--- config.mk ---
export PLATFORM = sky130hd
export DESIGN_NAME = sync_fifo_flags
export DESIGN_NICKNAME = d
export VERILOG_FILES = /design/src/rtl/sync_fifo_flags_pkg.sv /design/src/rtl/sync_fifo_flags_mem.sv /design/src/rtl/sync_fifo_flags.sv
export SDC_FILE = /design/constraint.sdc
export NUM_CORES = 1
export LEC_CHECK = 0
export ABC_AREA = 1
export BUFFER_PORTS_ARGS = -buffer_cell sky130_fd_sc_hd__buf_2
export CAP_MARGIN = 10
export CORE_ASPECT_RATIO = 0.8
export CORE_MARGIN = 3
export CORE_UTILIZATION = 28
export DETAILED_ROUTE_END_ITERATION = 10
export HOLD_SLACK_MARGIN = 0.03
export PLACE_DENSITY = 0.51
export SLEW_MARGIN = 20
export SYNTH_ARGS = -nofsm -noshare
export SYNTH_HDL_FRONTEND = slang
export SYNTH_SLANG_ARGS = --single-unit
--- constraint.sdc ---
create_clock -name clk -period 1.8 [get_ports clk]
set_input_delay 0.36 -clock clk [delete_from_list [all_inputs] [get_ports clk]]
set_output_delay 0.36 -clock clk [all_outputs]
set_load 0.05 [all_outputs]
--- src/rtl/sync_fifo_flags_pkg.sv ---
// Shared constants for the flagged synchronous FIFO.
// Default widths, depth and level thresholds.
package sync_fifo_flags_pkg;

  localparam int DEF_DATA_WIDTH = 16;
  localparam int DEF_ADDR_BITS  = 4;
  localparam int DEF_DEPTH      = 1 << DEF_ADDR_BITS;
  localparam int DEF_AF_LEVEL   = 12;
  localparam int DEF_AE_LEVEL   = 2;
  localparam int DEF_SHOW_AHEAD = 1;

endpackage

--- src/rtl/sync_fifo_flags_mem.sv ---
// Dual-port storage for the FIFO.
// Synchronous write, combinational read.
module fifo_mem
  import sync_fifo_flags_pkg::*;
#(
  parameter int DATA_WIDTH = DEF_DATA_WIDTH,
  parameter int ADDR_BITS  = DEF_ADDR_BITS
) (
  input  logic                  clk,
  input  logic                  i_we,
  input  logic [ADDR_BITS-1:0]  i_waddr,
  input  logic [DATA_WIDTH-1:0] i_wdata,
  input  logic [ADDR_BITS-1:0]  i_raddr,
  output logic [DATA_WIDTH-1:0] o_rdata
);

  localparam int DEPTH = 1 << ADDR_BITS;

  logic [DATA_WIDTH-1:0] r_mem [DEPTH];

  // store the write word; contents survive reset
  always_ff @(posedge clk) begin
    if (i_we) begin
      r_mem[i_waddr] <= i_wdata;
    end
  end

  assign o_rdata = r_mem[i_raddr];

endmodule

--- src/rtl/sync_fifo_flags.sv ---
// Synchronous FIFO with level flags and sticky errors.
// Head word is either show-ahead or registered.
module sync_fifo_flags
  import sync_fifo_flags_pkg::*;
#(
  parameter int DATA_WIDTH = DEF_DATA_WIDTH,
  parameter int ADDR_BITS  = DEF_ADDR_BITS,
  parameter int AF_LEVEL   = DEF_AF_LEVEL,
  parameter int AE_LEVEL   = DEF_AE_LEVEL,
  parameter int SHOW_AHEAD = DEF_SHOW_AHEAD
) (
  input  logic                  clk,
  input  logic                  reset,
  input  logic                  wr_en,
  input  logic                  rd_en,
  input  logic [DATA_WIDTH-1:0] data_in,
  input  logic                  clr_err,
  output logic [DATA_WIDTH-1:0] data_out,
  output logic                  rd_valid,
  output logic [ADDR_BITS:0]    count,
  output logic                  full,
  output logic                  empty,
  output logic                  almost_full,
  output logic                  almost_empty,
  output logic                  overflow,
  output logic                  underflow
);

  localparam int DEPTH = 1 << ADDR_BITS;
  localparam logic [ADDR_BITS:0] C_FULL = DEPTH[ADDR_BITS:0];
  localparam logic [ADDR_BITS:0] C_AF = AF_LEVEL[ADDR_BITS:0];
  localparam logic [ADDR_BITS:0] C_AE = AE_LEVEL[ADDR_BITS:0];
  localparam logic [ADDR_BITS:0] C_CNT_ONE =
    {{ADDR_BITS{1'b0}}, 1'b1};
  localparam logic [ADDR_BITS-1:0] C_PTR_ONE =
    {{(ADDR_BITS-1){1'b0}}, 1'b1};

  logic [ADDR_BITS-1:0]  r_wr_ptr;
  logic [ADDR_BITS-1:0]  r_rd_ptr;
  logic [ADDR_BITS:0]    r_count;
  logic                  r_ovf;
  logic                  r_unf;
  logic                  w_do_wr;
  logic                  w_do_rd;
  logic                  w_full;
  logic                  w_empty;
  logic [DATA_WIDTH-1:0] w_rd_data;

  assign w_full  = (r_count == C_FULL);
  assign w_empty = (r_count == '0);

  // a read frees a slot, so a full FIFO still takes a paired write
  assign w_do_rd = rd_en & ~w_empty;
  assign w_do_wr = wr_en & (~w_full | w_do_rd);

  fifo_mem #(
    .DATA_WIDTH (DATA_WIDTH),
    .ADDR_BITS  (ADDR_BITS)
  ) u_mem (
    .clk     (clk),
    .i_we    (w_do_wr),
    .i_waddr (r_wr_ptr),
    .i_wdata (data_in),
    .i_raddr (r_rd_ptr),
    .o_rdata (w_rd_data)
  );

  // advance pointers on accepted operations only
  always_ff @(posedge clk) begin
    if (reset) begin
      r_wr_ptr <= '0;
      r_rd_ptr <= '0;
    end else begin
      if (w_do_wr) r_wr_ptr <= r_wr_ptr + C_PTR_ONE;
      if (w_do_rd) r_rd_ptr <= r_rd_ptr + C_PTR_ONE;
    end
  end

  // occupancy counter
  always_ff @(posedge clk) begin
    if (reset) begin
      r_count <= '0;
    end else begin
      unique case ({w_do_wr, w_do_rd})
        2'b10:   r_count <= r_count + C_CNT_ONE;
        2'b01:   r_count <= r_count - C_CNT_ONE;
        default: r_count <= r_count;
      endcase
    end
  end

  // sticky errors; clear wins over a new error
  always_ff @(posedge clk) begin
    if (reset || clr_err) begin
      r_ovf <= 1'b0;
      r_unf <= 1'b0;
    end else begin
      if (wr_en && !w_do_wr) r_ovf <= 1'b1;
      if (rd_en && w_empty)  r_unf <= 1'b1;
    end
  end

  generate
    if (SHOW_AHEAD != 0) begin : g_show_ahead
      assign data_out = w_rd_data;
      assign rd_valid = 1'b0;
    end else begin : g_registered
      logic [DATA_WIDTH-1:0] r_dout;
      logic                  r_vld;

      // capture the head word on each pop
      always_ff @(posedge clk) begin
        if (reset) begin
          r_dout <= '0;
          r_vld  <= 1'b0;
        end else begin
          r_vld <= w_do_rd;
          if (w_do_rd) r_dout <= w_rd_data;
        end
      end

      assign data_out = r_dout;
      assign rd_valid = r_vld;
    end
  endgenerate

  assign count        = r_count;
  assign full         = w_full;
  assign empty        = w_empty;
  assign almost_full  = (r_count >= C_AF);
  assign almost_empty = (r_count <= C_AE);
  assign overflow     = r_ovf;
  assign underflow    = r_unf;

endmodule

==> results.py, run 1 <==
metrics = {
    "hold_path": {
        "min_from": "clr_err",
        "min_to": "overflow$_SDFFE_PP0P_",
        "hold_path_depth": 3,
        "hp-class": "in2reg",
    },
    "cts": {
        "cts_root_buf": "clkbuf_16",
        "cts_max_path_buffers": 3,
        "cts_buffers": 29,
        "insertion_delay_ns": 0.56,
        "clkTransAtPathRegs_ns": 0.06,
        "clock_sinks": 275,
        "htree_levels": 1,
        "tritoncts": "done",
    },
    "grt": {
        "grt_pass1_wl_mm": 44.28,
        "use_met3_pct": 2.228,
        "grtUsageTotal_pct": 13.39,
        "met2_usage_pct": 21.77,
        "grt_remaining_overflow": 0,
        "grt_max_degree": 45,
        "met1_usage_pct": 18.57,
        "antenna_found_initial": 2,
        "grt-busiest-layer": "met2",
        "grt_pass1_vias": 6931,
    },
    "critical_path": {
        "crit_chain": "buf_4 > buf_12 > a21oi_1 > o21ai_0 > nand3_1 > nand3_1 > nand2_2 > buf_12",
        "crit_type": "reg2out",
        "cp.required_ns": 1.44,
        "worstRegToRegCells": 11,
        "cp_max_fo": 23,
        "worstReg2RegStart": "count[3]$_SDFFE_PP0P_",
        "crit_path_max_incr_delay_ns": 0.41,
        "critPathLaunchType": "flip-flop",
        "worstReg2RegEnd": "count[4]$_SDFFE_PP0P_",
        "critPathSlowestCell": "dfxtp_4",
        "end_kind": "output pin",
        "crit_arrival_ns": 1.98,
        "reg2reg_setup_slack_ns": -0.02,
    },
    "yosys": {
        "synthCells": 951,
        "ys_seq_area_share_pct": 70.70,
        "synth_cell_types": 27,
        "syn-cell-area_um2": 11410,
        "ys_seq_elements": 275,
        "syn-num-nets": 981,
        "yosys_warnings": 0,
        "syn_avg_cell_area_um2": 12.00,
    },
    "route": {
        "antenna_left": 0,
        "drtIter0Drc": 489,
        "wl_mm": 29.40,
        "drc_errors": 0,
        "wl_per_cell_um": 18.39,
        "vias": 7211,
        "dr.pass1.iters": 5,
        "viasPerCell": 4.510,
    },
    "final_layout": {
        "post-route-cell-area_um2": 14310,
        "fin_util_pct": 35.90,
        "antenna_cells": 0,
        "syn_to_final_growth_pct": 25.37,
        "nets": 1074,
        "fillers": 3904,
        "drive_gt1_share_pct": 19.85,
    },
    "job": {
        "drv_cap": 0,
    },
    "floorplan": {
        "pin_count": 49,
        "die_w_um": 231.7,
        "die_h_um": 186.6,
        "start_util_pct": 28.63,
        "num_rows": 65,
        "die_area_um2": 43230,
        "coreArea_um2": 39850,
    },
    "timing": {
        "finalSetupViolations": 19,
        "setup_slack_ns": -0.5444,
        "layout_min_cycle_time_ns": 2.344,
        "whs_ns": 0.06479,
        "slew_violations": 0,
        "fin_crit_sh_pct": 130.2,
        "report.final.hold_viol_count": 0,
        "fin_skew_ns": 0.01581,
        "tns_ns": -7.934,
        "fmax_mhz": 426.6,
        "rsz0062_at_grt": "yes",
    },
    "run_status": {
        "violations": "setup timing",
        "status": "finished with violations",
    },
    "place": {
        "dp_hpwl_mm": 17.23,
        "port_buffers": 47,
        "gp_congestion": 0.7466,
        "place_area_um2": 13020,
    },
    "pwr": {
        "powerDensity_nw_per_um2": 1319,
        "power_w": 0.01887,
        "leakage_nw": 5.187,
        "ir_drop_mv": 0.8198,
    },
}
how the worst max path moves through the flow:
stage / endpoint / depth (start not counted) / start
2_1_floorplan: count[4]$_SDFFE_PP0P_ / 13 / count[3]$_SDFFE_PP0P_
3_3_place_gp: data_out[3] / 6 / flip-flop
3_5_place_dp: data_out[3] / 6 / flip-flop
4_1_cts: data_out[11] / 7 / flip-flop
5_1_grt: data_out[4] / 8 / flip-flop
6_report: data_out[7] / 8 / flip-flop
report_power, final:
group          internal, W  switching, W
registers          0.00720      0.000155
logic              0.00236       0.00357
clock network      0.00323       0.00237
total               0.0128       0.00609
cells in the mapped netlist:
cell type	count	area share [%]
inv_1	149	4.9
xor2_1	3	0.23
buf_2	13	0.57
edfxtp_1	256	67
nand3_2	1	0.088
o211ai_1	64	4.2
ha_1	8	0.88
nand2_2	1	0.055
fa_1	1	0.18
o21bai_1	1	0.066
nand3_1	105	4.6
buf_6	11	1.1
buf_4	5	0.33
buf_1	5	0.16
a31oi_1	1	0.055
or2_2	1	0.055
o21ai_0	72	3.2
nor2_1	36	1.2
conb_1	1	0.033
a21oi_1	74	3.2
nand2_4	1	0.099
o21ai_2	1	0.077
inv_2	1	0.033
nor2_2	1	0.055
dfxtp_1	19	3.3
clkbuf_1	19	0.63
nand2_1	101	3.3
placed cells by master, fill, tap and decap left out, types with 2 or more instances in the layout:
cell / Yosys / routed
bufinv_16: 0 / 2
a21oi_2: 0 / 2
o21ai_1: 0 / 12
nor2_1: 36 / 19
buf_8: 0 / 3
dfxtp_4: 0 / 7
o21ai_0: 72 / 60
buf_4: 5 / 28
clkinv_1: 0 / 6
buf_6: 11 / 11
ha_1: 8 / 7
inv_4: 0 / 4
dfxtp_1: 19 / 12
clkinv_2: 0 / 2
clkinvlp_4: 0 / 2
nand3_4: 0 / 3
nand3_2: 1 / 4
a21oi_1: 74 / 72
clkbuf_1: 19 / 7
buf_12: 0 / 39
o211ai_1: 64 / 64
buf_2: 13 / 27
nand2_4: 1 / 2
nand2_2: 1 / 15
clkbuf_16: 0 / 30
nand2_1: 101 / 86
nor2_2: 1 / 14
buf_16: 0 / 4
edfxtp_1: 256 / 256
nand3_1: 105 / 99
nor2_4: 0 / 4
inv_1: 149 / 145
xor2_1: 3 / 3
critical path, delay by kind of cell, from the launching register on:
family          cells  cell delay [ns]
compound gates      2             0.22
buf+inv             3             0.45
flops               1             0.41
simple gates        3             0.34
state kept, by name, indices dropped and copies added, names as in the netlist, named ones only:
signal and cells:
u_mem.r_mem 256, overflow 1, underflow 1, r_rd_ptr 4
count 5, r_wr_ptr 4
kinds of logic (layout without fill, tap and decap cells):
group / count (synthesis) / count (layout) / share of synthesized area, %
xor+xnor: 3 / 3 / 0.2303
buf+inv: 203 / 315 / 7.708
fa+ha+maj: 9 / 9 / 1.053
compound gates: 213 / 213 / 10.81
other cells: 1 / 1 / 0.03286
simple gates: 247 / 247 / 9.463
flops: 275 / 275 / 70.70
per-layer routing:
metal	part of all wire, %	wire length [µm]
met4	2.4	700
met5	0.041	12
met1	46	13660
met3	4.2	1246
met2	47	13780
metrics by stage:
step / worst slack (ns) / cells
after CTS: -0.5839 / 1594
after floorplan: 0.007469 / 951
final: -0.5444 / 1599
after global placement: -0.03494 / 1535
after detailed placement: -0.05215 / 1535
after global routing: -0.6534 / 1599
layout make-up:
class | count | area (µm²) | area share [%]
Inverter | 150 | 573.1 | 4.006
Clock buffer | 36 | 752.0 | 5.256
Sequential cell | 275 | 8094 | 56.58
Timing Repair Buffer | 115 | 1448 | 10.12
Tap cell | 536 | 670.6 | 4.688
Clock inverter | 14 | 125.1 | 0.8746
Multi-Input combinational cell | 473 | 2644 | 18.48
timing repair:
item,CTS,global route
hold endpoints to repair,2,0
pin swaps,5,6
setup buffers,5,4
resized for setup,52,26
gates cloned,3,1
setup endpoints to repair,21,31
hold buffers,1,0
Power figures use the tool's default switching activity.
==> inputs of run 2 (changes only) <==
--- a/config.mk
+++ b/config.mk
@@ -8,7 +8,7 @@
 export ABC_AREA = 1
 export BUFFER_PORTS_ARGS = -buffer_cell sky130_fd_sc_hd__buf_2
 export CAP_MARGIN = 10
-export CORE_ASPECT_RATIO = 0.8
+export CORE_ASPECT_RATIO = 0.75
 export CORE_MARGIN = 3
 export CORE_UTILIZATION = 28
 export DETAILED_ROUTE_END_ITERATION = 10
==> run 2 against run 1 <==
Against the previous run:
- the flow still finishes with violations (setup timing)
- highest routed layer unchanged
- largest power group unchanged
- setup slack lost 0.062 ns
- sequential cell count is the same
- clock skew grew 0.0033 ns
- count of clock-buffer cells in the layout shrank 7
- die area is essentially flat
- worst hold slack gained 0.010 ns
- critical path depth is the same
- power grew 7.7%
- global-route usage grew 0.77 points
- clock power grew 12%
==> results.py, run 2 (synthesis results as in run 1) <==
metrics = {
    "route": {
        "wl_mm": 31.00,
        "wl_per_cell_um": 19.25,
        "viasPerCell": 4.612,
        "drtIter0Drc": 500,
        "wl_met2_mm": 14.54,
        "antenna_left": 0,
        "dr.pass1.iters": 5,
        "wl_met3_mm": 1.518,
        "vias": 7426,
        "wirelength_met1_mm": 14.43,
        "drc_errors": 0,
        "maxUsedRoutingLayer": "met5",
    },
    "timing": {
        "setup_slack_ns": -0.6068,
        "rsz0062_at_grt": "yes",
        "report.final.hold_viol_count": 0,
        "fin_skew_ns": 0.01915,
        "whs_ns": 0.07490,
        "fmax_mhz": 415.5,
        "finalSetupViolations": 19,
        "fin_crit_sh_pct": 133.7,
        "tns_ns": -8.385,
        "slew_violations": 0,
        "layout_min_cycle_time_ns": 2.407,
    },
    "critical_path": {
        "cp.required_ns": 1.44,
        "crit_arrival_ns": 2.05,
        "crit_top_cell": "buf_8",
        "crit_path_max_incr_delay_ns": 0.37,
        "worstRegToRegCells": 13,
        "worstReg2RegStart": "count[3]$_SDFFE_PP0P_",
        "worstReg2RegEnd": "count[4]$_SDFFE_PP0P_",
        "crit_type": "reg2out",
        "cp_top_family": "buffers and inverters",
        "critPathSlowestCell": "dfxtp_4",
        "end_kind": "output pin",
        "crit_chain": "buf_8 > buf_12 > buf_4 > o211ai_1 > nand3_1 > nand3_2 > nand2_2 > buf_8",
        "cp_num_buf_inv": 4,
        "critPathLaunchType": "flip-flop",
        "cp_max_fo": 13,
        "reg2reg_setup_slack_ns": -0.04,
    },
    "final_layout": {
        "drive_gt1_share_pct": 25.71,
        "fin_cells": 1610,
        "nets": 1096,
        "final_cell_mix": "edfxtp_1 (256), inv_1 (145), nand3_1 (92)",
        "largest_reg_flops": 256,
        "layout_commonest_cell": "edfxtp_1",
        "regMostFlops": "u_mem.r_mem",
        "syn_to_final_growth_pct": 30.75,
    },
    "floorplan": {
        "die_h_um": 180.8,
        "die_area_um2": 43240,
        "coreArea_um2": 39890,
        "pin_count": 49,
        "start_util_pct": 28.61,
        "num_rows": 63,
        "die_w_um": 239.1,
    },
    "job": {
        "drv_cap": 0,
    },
    "cts": {
        "clkTransAtPathRegs_ns": 0.06,
        "clock_sinks": 275,
        "insertion_delay_ns": 0.56,
        "htree_levels": 1,
        "cts_max_path_buffers": 3,
        "cts_root_buf": "clkbuf_16",
        "tritoncts": "done",
        "cts_hold_buf": 0,
        "cts_buffers": 29,
    },
    "grt": {
        "grtUsageTotal_pct": 14.16,
        "grt_pass1_vias": 7060,
        "antenna_found_initial": 3,
        "grt_remaining_overflow": 0,
        "grt_max_degree": 40,
        "grt_pass1_wl_mm": 46.34,
    },
    "run_status": {
        "violations": "setup timing",
        "status": "finished with violations",
    },
    "hold_path": {
        "min_from": "clr_err",
        "min_to": "overflow$_SDFFE_PP0P_",
        "hold_path_depth": 3,
        "hp-class": "in2reg",
    },
    "place": {
        "pre_cts_ws_ns": -0.09172,
        "dp.cells": 1531,
        "dp_hpwl_mm": 17.71,
        "gp_congestion": 0.7734,
        "port_buffers": 47,
    },
    "pwr": {
        "ir_drop_mv": 0.9233,
        "powerDensity_nw_per_um2": 1363,
        "leakage_nw": 5.474,
    },
}
## run 2: cell types whose count changed in the layout (fill, tap and decap cells not counted), sizes merged
cell	change
buf	+22
bufinv	+4
clkbuf	-6
clkinv	+8
clkinvlp	-1
diode	+1
dlygate4sd3	-1
## run 2: layout make-up
class	count	area, µm²
fillers	3805	24970
flip-flops and latches	275	8094
multi-input cells	473	2799
repair buffers	137	1797
clock buffers	29	725.7
well taps	520	650.6
inverters	150	573.1
clock inverters	25	277.8
diodes	1	2.502
## run 2: per-layer routing
metal  GRT usage [%]  vias to the layer above
met2           22.37                      181
met3           2.457                       35
li1                -                     3582
met1           20.46                     3626
met5               0                        -
met4           2.997                        2
## run 2: worst max-delay path by stage
| stage | end | depth (start not counted) |
|---|---|---|
| floorplan | count[4]$_SDFFE_PP0P_ | 13 |
| global placement | data_out[10] | 6 |
| detailed placement | data_out[10] | 6 |
| CTS | data_out[4] | 8 |
| global route | data_out[4] | 9 |
| finish | data_out[4] | 8 |
## run 2: worst min-delay path: stages
cell and delay (ns):
buf_2 0.07, or2_2 0.10, nor2_1 0.04
## run 2: what timing repair did
action,in CTS,in global routing
setup buffers,11,2
resized for setup,153,31
pin swaps,68,28
cloned,10,2
endpoints found under the setup margin,20,32
## run 2: where the power goes
| group | total [W] | leakage, nW | switching, W | internal [W] |
|---|---|---|---|---|
| Clock | 0.00627 | 0.493 | 0.00248 | 0.00379 |
| Sequential | 0.00736 | 2.47 | 0.000160 | 0.00720 |
| Combinational | 0.00670 | 2.51 | 0.00385 | 0.00285 |
## run 2: metrics by stage
| step | utilization (%) | total power [W] | instance area [µm²] |
|---|---|---|---|
| 2_1_floorplan | - | 0.01080 | 11510 |
| 3_3_place_gp | 32.57 | 0.01247 | 12990 |
| 3_5_place_dp | 32.57 | 0.01249 | 12990 |
| 4_1_cts | 37.03 | 0.02025 | 14770 |
| 5_1_grt | 37.41 | 0.02121 | 14920 |
| 6_report | 37.41 | 0.02033 | 14920 |
==> inputs of run 3 (changes only) <==
--- a/config.mk
+++ b/config.mk
@@ -8,7 +8,7 @@
 export ABC_AREA = 1
 export BUFFER_PORTS_ARGS = -buffer_cell sky130_fd_sc_hd__buf_2
 export CAP_MARGIN = 10
-export CORE_ASPECT_RATIO = 0.75
+export CORE_ASPECT_RATIO = 1.75
 export CORE_MARGIN = 3
 export CORE_UTILIZATION = 28
 export DETAILED_ROUTE_END_ITERATION = 10
==> run 3 against run 2 <==
Against the previous run:
- the flow still finishes with violations (setup timing)
- final cell count up 1.9%
- power is 2.8% lower
- setup slack gained 0.066 ns
- critical path type unchanged
- register-to-register slack got worse by 0.15 ns
==> results.py, run 3 (synthesis results as in run 1) <==
metrics = {
    "hold_path": {
        "hold_path_depth": 3,
        "min_from": "clr_err",
        "min_to": "overflow$_SDFFE_PP0P_",
        "hp-class": "in2reg",
    },
    "critical_path": {
        "end_kind": "output pin",
        "crit_arrival_ns": 1.98,
        "worstRegToRegCells": 14,
        "crit_chain": "buf_12 > buf_4 > buf_16 > a21oi_2 > o21ai_1 > nand3_1 > nand3_2 > nand2_4 > buf_8",
        "crit_path_max_incr_delay_ns": 0.36,
        "critPathLaunchType": "flip-flop",
        "critPathSlowestCell": "dfxtp_4",
        "crit_type": "reg2out",
        "cp.required_ns": 1.44,
        "worstReg2RegEnd": "count[4]$_SDFFE_PP0P_",
        "worstReg2RegStart": "count[2]$_SDFFE_PP0P_",
        "reg2reg_setup_slack_ns": -0.19,
        "cp_max_fo": 11,
    },
    "cts": {
        "cts_hold_buf": 0,
        "clkTransAtPathRegs_ns": 0.06,
        "insertion_delay_ns": 0.54,
        "cts_root_buf": "clkbuf_16",
        "tritoncts": "done",
        "cts_max_path_buffers": 3,
        "cts_buffers": 28,
        "htree_levels": 1,
        "clock_sinks": 275,
    },
    "timing": {
        "tns_ns": -8.461,
        "fin_crit_sh_pct": 130.0,
        "max-slew-margin-rel_pct": 60.37,
        "fin_skew_ns": 0.008913,
        "layout_min_cycle_time_ns": 2.341,
        "fmax_mhz": 427.3,
        "rsz0062_at_grt": "yes",
        "worst_slew_pin_slew_ns": 0.5931,
        "report.final.hold_viol_count": 0,
        "slew_violations": 0,
        "finalSetupViolations": 20,
        "setup_slack_ns": -0.5405,
    },
    "pwr": {
        "ir_drop_mv": 1.200,
        "powerDensity_nw_per_um2": 1317,
        "leakage_nw": 5.480,
        "power_w": 0.01976,
    },
    "floorplan": {
        "num_rows": 97,
        "coreArea_um2": 40170,
        "start_util_pct": 28.41,
        "die_h_um": 273.1,
        "die_w_um": 158.6,
        "pin_count": 49,
        "die_area_um2": 43310,
    },
    "grt": {
        "antenna_found_initial": 1,
        "met2_usage_pct": 23.69,
        "use_met3_pct": 2.139,
        "grt_remaining_overflow": 0,
        "grt_pass1_vias": 7464,
        "grt_max_degree": 46,
        "grt_pass1_wl_mm": 43.90,
        "grt-busiest-layer": "met2",
        "grtUsageTotal_pct": 13.45,
        "met1_usage_pct": 16.14,
    },
    "final_layout": {
        "regMostFlops": "u_mem.r_mem",
        "ff_latch_area_um2": 8094,
        "layout_commonest_cell": "edfxtp_1",
        "fin_util_pct": 37.35,
        "multi_input_area_um2": 2937,
        "largest_reg_flops": 256,
        "final_cell_mix": "edfxtp_1 (256), inv_1 (145), nand3_1 (84)",
        "syn_to_final_growth_pct": 31.49,
        "drive_gt1_share_pct": 28.40,
        "nets": 1103,
        "fillers": 3856,
        "fin_cells": 1640,
    },
    "run_status": {
        "status": "finished with violations",
        "violations": "setup timing",
    },
    "route": {
        "antenna_left": 0,
        "wl_mm": 29.39,
        "drtIter0Drc": 414,
        "viasPerCell": 4.556,
        "dr.pass1.iters": 5,
        "vias": 7472,
        "drc_errors": 0,
        "wl_per_cell_um": 17.92,
    },
    "place": {
        "port_buffers": 47,
        "dp.cells": 1557,
        "gp_congestion": 0.7864,
        "dp_hpwl_mm": 17.08,
    },
    "job": {
        "drv_cap": 0,
    },
}
==> run 3: cell count changes in the layout (fill, tap and decap cells not counted), sizes merged <==
cell      before  now
clkbuf        32   41
buf          134  139
bufinv         6    1
clkinv        17   15
bufbuf         0    1
clkinvlp       1    0
inv          151  150
==> run 3: critical path, delay by kind of cell, from the launching register on <==
kind                   cells  cell delay (ns)
AOI/OAI and AO/OA          2             0.19
buffers and inverters      4             0.58
DFF                        1             0.36
and+or+nand+nor            3             0.31
==> run 3: power by group <==
part           internal [W]  switching [W]  leakage (nW)  total, W
logic               0.00308        0.00393          2.58   0.00701
registers           0.00720       0.000119          2.47   0.00731
clock network       0.00308        0.00236         0.424   0.00544
total                0.0134        0.00641          5.48    0.0198
==> run 3: repair_timing <==
item | 4_1_cts | 5_1_grt
buffers inserted | 8 | 13
pin swaps | 39 | 46
gates cloned | 6 | 5
gates resized for setup | 158 | 55
setup endpoints to repair | 53 | 135
==> run 3: routing by layer <==
metal  up-vias  wire, µm
li1       3588         -
met1      3687     11700
met2       143     15510
met3        54      1210
met4         0       981
met5         -         0
==> run 3: metrics by stage <==
stage          hold slack [ns]  area (µm²)  worst slack [ns]
4_1_cts                0.05106       14630           -0.5586
2_1_floorplan           0.4291       11510          0.007469
3_5_place_dp            0.4625       13040           -0.1585
6_report               0.07288       15000           -0.5405
3_3_place_gp            0.4627       13040           -0.1424
5_1_grt                0.09045       15000           -0.6319
==> run 3: how the worst max path moves through the flow <==
| stage | slack, ns | to |
|---|---|---|
| after CTS | -0.56 | data_out[0] |
| final | -0.54 | data_out[13] |
| after global routing | -0.63 | data_out[0] |
| after global placement | -0.14 | u_mem.r_mem[13][1]$_DFFE_PP_ |
| after detailed placement | -0.16 | u_mem.r_mem[13][1]$_DFFE_PP_ |
| after floorplan | 0.007 | count[4]$_SDFFE_PP0P_ |
==> run 3: cell type report <==
type / instances / area share, %
Inverter: 150 / 3.819
Antenna cell: 1 / 0.01668
Multi-Input combinational cell: 473 / 19.57
Tap cell: 544 / 4.536
Clock inverter: 16 / 0.6504
Sequential cell: 275 / 53.94
Clock buffer: 36 / 5.012
Timing Repair Buffer: 145 / 12.45
